## src/rtl/uc_pkg.sv

```systemverilog
// Shared definitions for the single-cycle CPU control unit: opcode constants,
// instruction-class masks, FSM states and the datapath control word.
package uc_pkg;

    localparam logic [5:0] OP_J    = 6'b000000;
    localparam logic [5:0] OP_JZ   = 6'b000001;
    localparam logic [5:0] OP_JNZ  = 6'b000010;
    localparam logic [5:0] OP_NOP  = 6'b000011;
    localparam logic [5:0] OP_HALT = 6'b001111;

    // Class patterns: (opcode & MASK) == MATCH
    localparam logic [5:0] ALU_MASK  = 6'b100000;
    localparam logic [5:0] ALU_MATCH = 6'b100000;
    localparam logic [5:0] LI_MASK   = 6'b111100;
    localparam logic [5:0] LI_MATCH  = 6'b000100;

    typedef enum logic {
        RUN  = 1'b0,
        HALT = 1'b1
    } state_t;

    typedef struct packed {
        logic       s_inc;
        logic       s_inm;
        logic       we3;
        logic       wez;
        logic [2:0] op_alu;
    } ctrl_t;

    localparam ctrl_t CTRL_IDLE = '0;

endpackage

```

## src/rtl/uc_dec_instr.sv

```systemverilog
// Combinational instruction decoder: opcode and zero flag to datapath control
// word, plus strobes for illegal and HALT opcodes.
module dec_instr
    import uc_pkg::*;
(
    input  logic [5:0] opcode,
    input  logic       z,
    output ctrl_t      ctrl,
    output logic       illegal_op,
    output logic       halt_op
);

    always_comb begin
        ctrl            = CTRL_IDLE;
        ctrl.s_inc      = 1'b1;
        illegal_op      = 1'b0;
        halt_op         = 1'b0;

        if ((opcode & ALU_MASK) == ALU_MATCH) begin
            ctrl.op_alu = opcode[4:2];
            ctrl.we3    = 1'b1;
            ctrl.wez    = 1'b1;
        end else if ((opcode & LI_MASK) == LI_MATCH) begin
            ctrl.we3    = 1'b1;
            ctrl.s_inm  = 1'b1;
        end else begin
            unique case (opcode)
                OP_J:    ctrl.s_inc = 1'b0;
                OP_JZ:   ctrl.s_inc = ~z;
                OP_JNZ:  ctrl.s_inc = z;
                OP_NOP:  ctrl.s_inc = 1'b1;
                OP_HALT: begin
                    // HALT jumps to its own address so the PC holds
                    ctrl.s_inc = 1'b0;
                    halt_op    = 1'b1;
                end
                default: illegal_op = 1'b1;
            endcase
        end
    end

endmodule

```

## src/rtl/uc.sv

```systemverilog
// Control unit top: run/halt FSM, HALT-state output override, sticky illegal
// flag and saturating retired-instruction counter around the decoder.
module uc
    import uc_pkg::*;
#(
    parameter int CNT_W = 16
) (
    input  logic             clk,
    input  logic             reset,
    input  logic [5:0]       opcode,
    input  logic             z,
    output logic             s_inc,
    output logic             s_inm,
    output logic             we3,
    output logic             wez,
    output logic [2:0]       op_alu,
    output logic             halted,
    output logic             illegal,
    output logic [CNT_W-1:0] retired
);

    ctrl_t            dec_ctrl;
    ctrl_t            ctrl;
    logic             illegal_op;
    logic             halt_op;
    state_t           state;
    state_t           state_nxt;
    logic             illegal_r;
    logic [CNT_W-1:0] retired_r;

    function automatic logic [CNT_W-1:0] sat_inc(input logic [CNT_W-1:0] v);
        return (&v) ? v : v + {{(CNT_W-1){1'b0}}, 1'b1};
    endfunction

    dec_instr u_dec (
        .opcode     (opcode),
        .z          (z),
        .ctrl       (dec_ctrl),
        .illegal_op (illegal_op),
        .halt_op    (halt_op)
    );

    always_comb begin
        state_nxt = state;
        ctrl      = dec_ctrl;
        unique case (state)
            RUN:  if (halt_op) state_nxt = HALT;
            HALT: ctrl = CTRL_IDLE;
            default: state_nxt = RUN;
        endcase
    end

    always_ff @(posedge clk) begin
        if (reset) begin
            state     <= RUN;
            illegal_r <= 1'b0;
            retired_r <= '0;
        end else begin
            state <= state_nxt;
            // Only instructions executed in RUN retire or can flag illegal
            if (state == RUN) begin
                if (illegal_op) illegal_r <= 1'b1;
                retired_r <= sat_inc(retired_r);
            end
        end
    end

    assign s_inc   = ctrl.s_inc;
    assign s_inm   = ctrl.s_inm;
    assign we3     = ctrl.we3;
    assign wez     = ctrl.wez;
    assign op_alu  = ctrl.op_alu;
    assign halted  = (state == HALT);
    assign illegal = illegal_r;
    assign retired = retired_r;

endmodule

```

## config.mk

```make
export PLATFORM = sky130hd
export DESIGN_NAME = uc
export DESIGN_NICKNAME = d
export VERILOG_FILES = /design/src/rtl/uc_pkg.sv /design/src/rtl/uc_dec_instr.sv /design/src/rtl/uc.sv
export SDC_FILE = /design/constraint.sdc
export NUM_CORES = 1
export LEC_CHECK = 0
export BUFFER_PORTS_ARGS = -buffer_cell sky130_fd_sc_hd__buf_2
export CAP_MARGIN = 25
export CORE_MARGIN = 5
export CORE_UTILIZATION = 34
export CTS_CLUSTER_DIAMETER = 150
export DETAILED_ROUTE_END_ITERATION = 8
export PLACE_DENSITY_LB_ADDON = 0.25
export SLEW_MARGIN = 20
export SYNTH_ARGS = -nofsm -noshare
export SYNTH_HDL_FRONTEND = slang
export SYNTH_SLANG_ARGS = --single-unit
```

## constraint.sdc

```tcl
create_clock -name clk -period 1.93 [get_ports clk]
set_input_delay 0.193 -clock clk [delete_from_list [all_inputs] [get_ports clk]]
set_output_delay 0.193 -clock clk [all_outputs]
set_load 0.02 [all_outputs]
```

; ---- Word-level counts from Yosys, hierarchy flattened
; Index checks and enable logic that the tools add are counted.
[totals]
out_inout_bits = 25
inputBits = 9
regBits = 18
wordCells = 33
[classes]
n_addsub = 1
n_bitwise = 3
n_reduce_logical = 6
eq_ne = 5
muxes = 15
[op_table]
columns = operator, count
row1 = "adder 16 x 1 -> 16 bit, second input constant", 1
row2 = AND reduction 16 bit, 1
row3 = "== test 6 x 2 -> 1 bit, second input constant", 2
row4 = two-way mux 1 bit, 10
row5 = two-way mux 7 bit, 1
row6 = "== test 6 x 1 -> 1 bit, second input constant", 1
row7 = "== test 6 x 4 -> 1 bit, second input constant", 1
row8 = logical NOT 6 bit, 1
row9 = OR reduction 5 bit, 1
row10 = "== test 4 x 1 -> 1 bit, second input constant", 1
row11 = two-way mux 2 bit, 2
row12 = two-way mux 4 bit, 1
row13 = AND reduction 2 bit, 2
row14 = inverter 1 bit, 3
row15 = case mux 1 bit (3 select lines), 1
row16 = OR reduction 2 bit, 1

; ---- Longest topological paths before layout
; Gate-level depths: netlist (run 1).
[depth]
ltp_word = 6
ltp_mapped = 7
depth_no_buf = 5

; ---- By module
; From an unflattened synthesis (run 1), not the netlist that was laid out.
[unflattened]
hier_cells = 125
area_unflattened_um2 = 1056.0
[by_module_without_submodules]
columns = mod, cells_each, n_inst, area_each_um2, seq_area_each_um2
row1 = uc, 111, 1, 960.9, 360.3
row2 = dec_instr, 14, 1, 95.1, 0.0

; ---- Least setup slack after synthesis (run 1)
; No wires, ideal clock.
[synth_timing]
path_type = register -> register
startpoint = reg retired_r[0], in the netlist retired[0]
endpoint = reg retired_r[1], in the netlist retired[1]
setup_time_ns = 0.132
path_stages_with_launch = 8
period_less_slack_ns = 2.015
slack_ns = -0.085
arrival_ns = 1.883
t_required_ns = 1.798
path_buffers = 2
cell_sequence = dfxtp_1 -> ha_1 -> nand4_1 -> nor4_1 -> clkbuf_1 -> buf_2 -> nand3b_1 -> a21oi_1
[synth_between]
elab_chain_cells = 3
elab_cells_between_ends = 4
cone_classes = add/sub: 1 / bitwise: 1 / reduce/logical: 2
[synth_lines]
columns = item, line_no
row1 = start: declaration, uc.sv:29  ; logic [CNT_W-1:0] retired_r;
row2 = start signal: assignment, uc.sv:63  ; retired_r <= sat_inc(retired_r);
row3 = branches (longest 3 deep; another with adder 16 x 1 -> 16 bit), --
; Parallel ways; which one is timed is not known.
; A chain may end at the register's enable or synchronous reset.

; ---- Worst setup path in the final report (run 1)
[layout_timing]
startpoint = reg retired_r[5], in the netlist retired[5]
endpoint = reg retired_r[15], in the netlist retired[15]
; Same word-level chain as after synthesis.

==> results.json, run 1 <==
{
  "post-synth-top-area-fraction": 0.373,
  "worst_ep_required_time_ns": 2.15,
  "min_period_over_period": 0.967,
  "rsz0062_at_grt": "no",
  "cts_post_setup_buffers_inserted": 0,
  "core_um2": 2730,
  "synth-seq-cells": 18,
  "fmax_ghz": 0.536,
  "tns_ns": 0,
  "cellPowerDensity_nw_per_um2": 520,
  "crit_chain": "and4b_4 > or4b_4 > or4_1 > a21oi_1",
  "hold_viol": 0,
  "preCtsSetupSlack_ns": 0.0814,
  "gr-usage-all-layers": 0.127,
  "placed_area_um2": 1210,
  "io_buffers": 33,
  "fin_hold_ws_ns": 0.212,
  "slowest_stage": "or4b_4",
  "first_global_vias": 1006,
  "grt_max_degree": 21,
  "synth_ff_type": "dfxtp_1",
  "cp.arrival_ns": 2.08,
  "yosysWarnings": 0,
  "remaining_drc_errors": 0,
  "clk_pin_slew_ns": 0.10,
  "peakVddDrop_uv": 356,
  "grt_pass1_wl_mm": 4.35,
  "cts_buffers": 3,
  "htreeDepth": 1,
  "area_delta_synth_final_pct": 29.6,
  "ant_nets": 0,
  "start_util": 0.354,
  "crit_path_max_fanout": 7,
  "drive_gt1_frac": 0.354,
  "syn_nets": 130,
  "ys_top_cells_by_count": "dfxtp_1, a21oi_1, nor2_1",
  "clk_latency_ns": 0.29,
  "drtIter0Drc": 20,
  "io_pins": 34,
  "worst_pin_slew_ns": 0.364,
  "finalInstanceArea_um2": 1250,
  "dpl.hpwl_mm": 1.90,
  "slew_viol_final": 0,
  "synth_top_area_cell": "dfxtp_1",
  "async_flop_share": 0,
  "gp_congestion": 0.808,
  "antenna_found_initial": 0,
  "yosys-top-cells-area": "dfxtp_1, a21oi_1, o31ai_1",
  "vias_per_cell": 5.42,
  "yosysUniqueCellTypes": 32,
  "cp-end-kind": "flip-flop",
  "cts-root-buf": "clkbuf_4",
  "synth-edff-count": 0,
  "fin_skew_ns": 0.00914,
  "yosysMostFrequentCell": "dfxtp_1",
  "nets": 170,
  "fillers": 272,
  "critical_path_class": "flip-flop to flip-flop",
  "status": "finished, final reports clean",
  "fin_ws_ns": 0.0633,
  "setup_viol": 0,
  "routedWlPerCell_um": 13.1,
  "die_w_um": 63.3,
  "worst_path_largest_cell_delay_ns": 0.51,
  "clock_path_buffers": 2,
  "ys_seq_area_frac": 0.373,
  "synthCells": 120,
  "hp-class": "primary input to flip-flop",
  "vias": 1025,
  "cts.sinks": 18,
  "rows": 19,
  "min_period_ns": 1.87,
  "diodes": 0,
  "syn_area_um2": 967,
  "cap_violations": 0,
  "gr-total-overflow": 0,
  "die-area_um2": 4010,
  "timing.slew.headroom": 0.758,
  "first_pass_iters": 4,
  "cts_tree": "yes",
  "drt-total-wl_mm": 2.47,
  "die_h_um": 63.3,
  "p_leak_nw": 0.524,
  "hold_buffers": 0,
  "postSynthAreaPerCell_um2": 8.06,
  "cp-start-kind": "flip-flop",
  "ctsResizeCount": 0
}
==> registers in the layout (all words and copies together) (netlist names) <==
register  flops
retired      16
illegal       1
halted        1
==> kinds of logic (layout without fill, tap and decap cells) <==
| logic type | after synthesis | in the layout | synth area share |
|---|---|---|---|
| and+or+nand+nor | 59 | 59 | 0.356 |
| muxes | 2 | 2 | 0.0233 |
| DFF | 18 | 18 | 0.373 |
| xor gates and xnor gates | 1 | 1 | 0.00906 |
| buffers and inverters | 8 | 46 | 0.0323 |
| adders and majority gates | 1 | 1 | 0.0129 |
| AOI/OAI and AO/OA | 31 | 31 | 0.194 |
==> cell type report <==
cell class / instances / area, um2 / area share
tap: 31 / 38.8 / 0.0309
sequential: 18 / 365 / 0.291
clock buffer: 3 / 22.5 / 0.0180
inverter: 2 / 7.51 / 0.00599
timing repair buffer: 41 / 229 / 0.183
multi-input combinational: 94 / 591 / 0.471
==> per-layer routing <==
metal / wire length [um] / global-route usage / vias to the layer above / share of wire
met5: 0 / 0 / - / 0
met4: 12 / 0.0390 / 0 / 0.0049
li1: - / - / 529 / -
met1: 1170 / 0.159 / 481 / 0.47
met2: 1210 / 0.220 / 13 / 0.49
met3: 82 / 0.0231 / 2 / 0.033
==> stage by stage <==
step           power, mW   util  instances
3_3_place_gp       0.478  0.444        186
3_5_place_dp       0.481  0.444        186
6_report           0.651  0.459        189
2_1_floorplan      0.446      -        120
4_1_cts            0.664  0.453        189
5_1_grt            0.691  0.459        189
==> worst max-delay path: cells and delay by family (launching register included) <==
| family | cells | cell delay [ns] |
|---|---|---|
| compound gates | 1 | 0.14 |
| flops | 1 | 0.39 |
| simple gates | 3 | 1.27 |
==> path summary, 6_finish.rpt <==
kind | startpoint | to | slack (ns) | cells after the start
max | retired[5] | retired[15] | 0.06 | 4
min reg2reg | illegal | illegal | 0.49 | 2
min | opcode[4] | halted | 0.21 | 4
max reg2reg | retired[5] | retired[15] | 0.06 | 4
==> report_power, final <==
group / switching (mW) / total [mW] / internal (mW)
clock network: 0.107 / 0.179 / 0.0724
registers: 0.00859 / 0.388 / 0.379
logic: 0.0515 / 0.0844 / 0.0330
total: 0.167 / 0.651 / 0.485
==> layout by cell type, fill, tap and decap left out, drive strengths merged <==
cell type	n
nor2b	2
nor4	2
or4b	1
o21ai	4
a21oi	15
buf	41
or2	2
nand2	7
nand4	5
o211ai	1
a21o	1
inv	2
and4	1
and2	3
and4b	2
nand3	7
nand3b	1
clkbuf	3
nor2	12
xor2	1
and3	1
or3	3
or4	8
o31ai	9
ha	1
dfxtp	18
a41o	1
mux2	2
nor3	2
No activity file was read; power rests on OpenSTA's default activity.
==> inputs of run 2 (changes only) <==
- CORE_UTILIZATION: 34 -> 40
==> results.json, run 2 (same netlist as run 1, synthesis figures left out) <==
{
  "critical_path_class": "flip-flop to flip-flop",
  "gr-total-overflow": 0,
  "drtIter0Drc": 18,
  "die-area_um2": 3500,
  "first_global_vias": 952,
  "min_period_over_period": 0.959,
  "tns_ns": 0,
  "first_pass_iters": 4,
  "area_delta_synth_final_pct": 31.8,
  "clk_latency_ns": 0.28,
  "io_pins": 34,
  "clk_pin_slew_ns": 0.10,
  "gr-usage-all-layers": 0.146,
  "cp-start-kind": "flip-flop",
  "hold_buffers": 0,
  "grt_max_degree": 21,
  "fin_skew_ns": 0.00117,
  "io_buffers": 33,
  "cp.arrival_ns": 2.08,
  "gp_congestion": 0.861,
  "p_switching_mw": 0.174,
  "fmax_ghz": 0.540,
  "rows": 17,
  "p_leak_nw": 0.540,
  "layout.cells.most_common": "buf_2",
  "preCtsSetupSlack_ns": 0.0714,
  "p_int_mw": 0.527,
  "setup_viol": 0,
  "cts-root-buf": "clkbuf_4",
  "cts_buffers": 3,
  "htreeDepth": 1,
  "worst_ep_required_time_ns": 2.16,
  "layout_common_cells": "buf_2, a21oi_1, dfxtp_1, nor2_1",
  "clock_path_buffers": 2,
  "dpl.hpwl_mm": 1.88,
  "nets": 172,
  "start_util": 0.429,
  "vias": 1042,
  "die_w_um": 59.2,
  "hold_viol": 0,
  "slew_viol_final": 0,
  "pwr-share-comb": 0.120,
  "p_clk_frac": 0.326,
  "status": "finished, final reports clean",
  "power_mw": 0.701,
  "largest_reg_flops": 16,
  "timing.slew.headroom": 0.762,
  "cellPowerDensity_nw_per_um2": 550,
  "rsz0062_at_grt": "no",
  "finalInstanceArea_um2": 1270,
  "worst_pin_slew_ns": 0.356,
  "antenna_found_initial": 0,
  "p_sw_frac": 0.248,
  "cap_violations": 0,
  "hp-class": "primary input to flip-flop",
  "ant_nets": 0,
  "peakVddDrop_uv": 334,
  "p_seq_frac": 0.553,
  "fin_hold_ws_ns": 0.218,
  "placed_area_um2": 1210,
  "cts.sinks": 18,
  "crit_path_max_fanout": 6,
  "drive_gt1_frac": 0.373,
  "diodes": 0,
  "remaining_drc_errors": 0,
  "grt_pass1_wl_mm": 4.08,
  "core_um2": 2250,
  "fin_ws_ns": 0.0797,
  "min_period_ns": 1.85,
  "die_h_um": 59.2,
  "routedWlPerCell_um": 13.3,
  "drt-total-wl_mm": 2.52,
  "cp-end-kind": "flip-flop",
  "cts_tree": "yes",
  "vias_per_cell": 5.51
}
==> run 2: cell types whose count changed in the layout (fill, tap and decap cells not counted), sizes merged <==
cell    previous run  this run
buf               41        43
clkbuf             3         4
==> run 2: final timing paths <==
kind / start / endpoint / slack, ns / cells after the start
setup / recovery: retired[7] / retired[15] / 0.08 / 4
hold / removal: opcode[4] / halted / 0.22 / 4
setup reg to reg: retired[7] / retired[15] / 0.08 / 4
hold reg to reg: illegal / illegal / 0.48 / 2
==> run 2: metal layers <==
layer | wire length [um] | part of all wire | global-route usage
met4 | 10 | 0.0040 | 0.0388
met3 | 108 | 0.043 | 0.0370
met5 | 0 | 0 | 0
met1 | 1150 | 0.45 | 0.178
met2 | 1250 | 0.50 | 0.254
==> run 2: power groups by stage <==
stage / logic, mW / clock network [mW] / registers (mW)
after detailed placement: 0.0835 / 0 / 0.396
after floorplan: 0.0425 / 0 / 0.404
after global placement: 0.0828 / 0 / 0.395
final: 0.0842 / 0.229 / 0.388
after global routing: 0.0919 / 0.252 / 0.390
after CTS: 0.0840 / 0.235 / 0.387
==> run 2: cell type report <==
cell class	count	area, um2
fillers	248	980
multi-input cells	94	593
flip-flops and latches	18	365
repair buffers	43	238
clock buffers	4	36.3
well taps	28	35.0
inverters	2	7.51
==> run 2: worst max-delay path: stages, from the launching register on <==
cell	delay [ns]
dfxtp_1	0.41
and4b_4	0.25
or4b_4	0.50
or4_1	0.48
a21oi_1	0.15
==> run 2: through the flow <==
step	util	instances
floorplan	-	120
global placement	0.537	183
detailed placement	0.537	183
CTS	0.553	187
global route	0.565	189
finish	0.565	189
==> run 2: repair_timing <==
| action | CTS | global route |
|---|---|---|
| resized for setup | 0 | 6 |
| setup endpoints to repair | 0 | 4 |
| setup buffers | 0 | 1 |
==> inputs of run 3 (changes only) <==
- MAX_ROUTING_LAYER: unset -> met4
==> results.json, run 3 (same netlist as run 1, synthesis figures left out) <==
{
  "status": "finished, final reports clean",
  "slew_viol_final": 0,
  "worst_pin_slew_ns": 0.347,
  "clock_path_buffers": 2,
  "start_util": 0.429,
  "drive_gt1_frac": 0.373,
  "worst_path_largest_cell_delay_ns": 0.50,
  "hold_viol": 0,
  "min_period_over_period": 0.958,
  "gr-total-overflow": 0,
  "fin_ws_ns": 0.0816,
  "r2r_setup_slack_ns": 0.08,
  "hold_buffers": 0,
  "clk_latency_ns": 0.28,
  "critical_path_class": "flip-flop to flip-flop",
  "first_global_vias": 952,
  "area_delta_synth_final_pct": 31.8,
  "die_h_um": 59.2,
  "nets": 172,
  "vias": 1044,
  "cp-end-kind": "flip-flop",
  "io_buffers": 33,
  "rows": 17,
  "io_pins": 34,
  "r2r_cells": 4,
  "cts_buffers": 3,
  "fin_hold_ws_ns": 0.219,
  "diodes": 0,
  "setup_viol": 0,
  "remaining_drc_errors": 0,
  "largest_reg_flops": 16,
  "layout.cells.most_common": "buf_2",
  "routedLengthMet1_mm": 1.13,
  "cp-start-kind": "flip-flop",
  "clk_pin_slew_ns": 0.10,
  "timing.slew.headroom": 0.769,
  "placed_area_um2": 1210,
  "core_um2": 2250,
  "die_w_um": 59.2,
  "cap_violations": 0,
  "dp.cells": 183,
  "timing.rr.start": "retired[7]",
  "fmax_ghz": 0.541,
  "instances_no_fill": 189,
  "peakVddDrop_uv": 334,
  "grt_max_degree": 21,
  "min_period_ns": 1.85,
  "p_leak_nw": 0.540,
  "slowest_stage": "or4b_4",
  "htreeDepth": 1,
  "r2r-end": "retired[15]",
  "crit_chain": "and4b_4 > or4b_4 > or4_1 > a21oi_1",
  "cts.sinks": 18,
  "finalInstanceArea_um2": 1270,
  "fillers": 248,
  "ant_nets": 0,
  "routedWlPerCell_um": 13.4,
  "preCtsSetupSlack_ns": 0.0714,
  "top_layer_used": "met4",
  "gp_congestion": 0.875,
  "layout_common_cells": "buf_2, a21oi_1, dfxtp_1, nor2_1",
  "fin_skew_ns": 0.00231,
  "cts_tree": "yes",
  "cellPowerDensity_nw_per_um2": 549,
  "vias_per_cell": 5.52,
  "drt-total-wl_mm": 2.52,
  "first_pass_iters": 4,
  "drtIter0Drc": 18,
  "antenna_found_initial": 0,
  "cts-root-buf": "clkbuf_4",
  "die-area_um2": 3500,
  "rsz0062_at_grt": "yes",
  "dpl.hpwl_mm": 1.88,
  "crit_path_max_fanout": 6,
  "hp-class": "primary input to flip-flop",
  "wl_met3_um": 130,
  "startpoint": "retired[7]",
  "cp.arrival_ns": 2.07,
  "tns_ns": 0,
  "worst_ep_required_time_ns": 2.16,
  "route.met2.wl_mm": 1.26,
  "gr-usage-all-layers": 0.151,
  "critPathCapture": "retired[15]",
  "grt_pass1_wl_mm": 4.08
}
[run 3: cell counts in the layout (fill, tap and decap cells not counted)]
No cell type changed its count.
[run 3: how the worst min path moves through the flow]
| stage | start | end | slack, ns | cells past startpoint |
|---|---|---|---|---|
| final | opcode[4] | halted | 0.22 | 4 |
| after global routing | opcode[4] | halted | 0.24 | 4 |
| after CTS | opcode[4] | halted | 0.21 | 4 |
| after detailed placement | illegal | illegal | 0.46 | 2 |
| after global placement | illegal | illegal | 0.44 | 2 |
| after floorplan | opcode[4] | halted | 0.38 | 3 |
[run 3: worst max-delay path: cells and delay by family, from the launching register on]
kind | cells | cell delay, ns
AO/OA/AOI/OAI | 1 | 0.15
flip-flops | 1 | 0.41
AND/OR/NAND/NOR | 3 | 1.23
[run 3: area by class of cell]
| type | instances | area, um2 | area share |
|---|---|---|---|
| multi-input combinational | 94 | 593 | 0.465 |
| sequential | 18 | 365 | 0.287 |
| timing repair buffer | 43 | 238 | 0.186 |
| clock buffer | 4 | 36.3 | 0.0285 |
| tap | 28 | 35.0 | 0.0275 |
| inverter | 2 | 7.51 | 0.00589 |
[run 3: per-layer routing]
layer / GRT usage / up-vias
met4: 0.0388 / 0
met3: 0.0370 / 2
li1: - / 536
met2: 0.254 / 17
met1: 0.178 / 489
met5: - / -
[run 3: power breakdown]
part	switching, mW	internal, mW
registers	0.00879	0.379
clock network	0.113	0.115
logic	0.0512	0.0330
total	0.173	0.527
[run 3: per-stage QoR]
| step | total power [mW] | util |
|---|---|---|
| floorplan | 0.446 | - |
| global placement | 0.478 | 0.537 |
| detailed placement | 0.480 | 0.537 |
| CTS | 0.706 | 0.553 |
| global route | 0.734 | 0.565 |
| finish | 0.700 | 0.565 |
[run 3: what timing repair did]
item	in CTS	in global routing
setup endpoints to repair	0	4
resized for setup	0	6
setup buffers	0	1
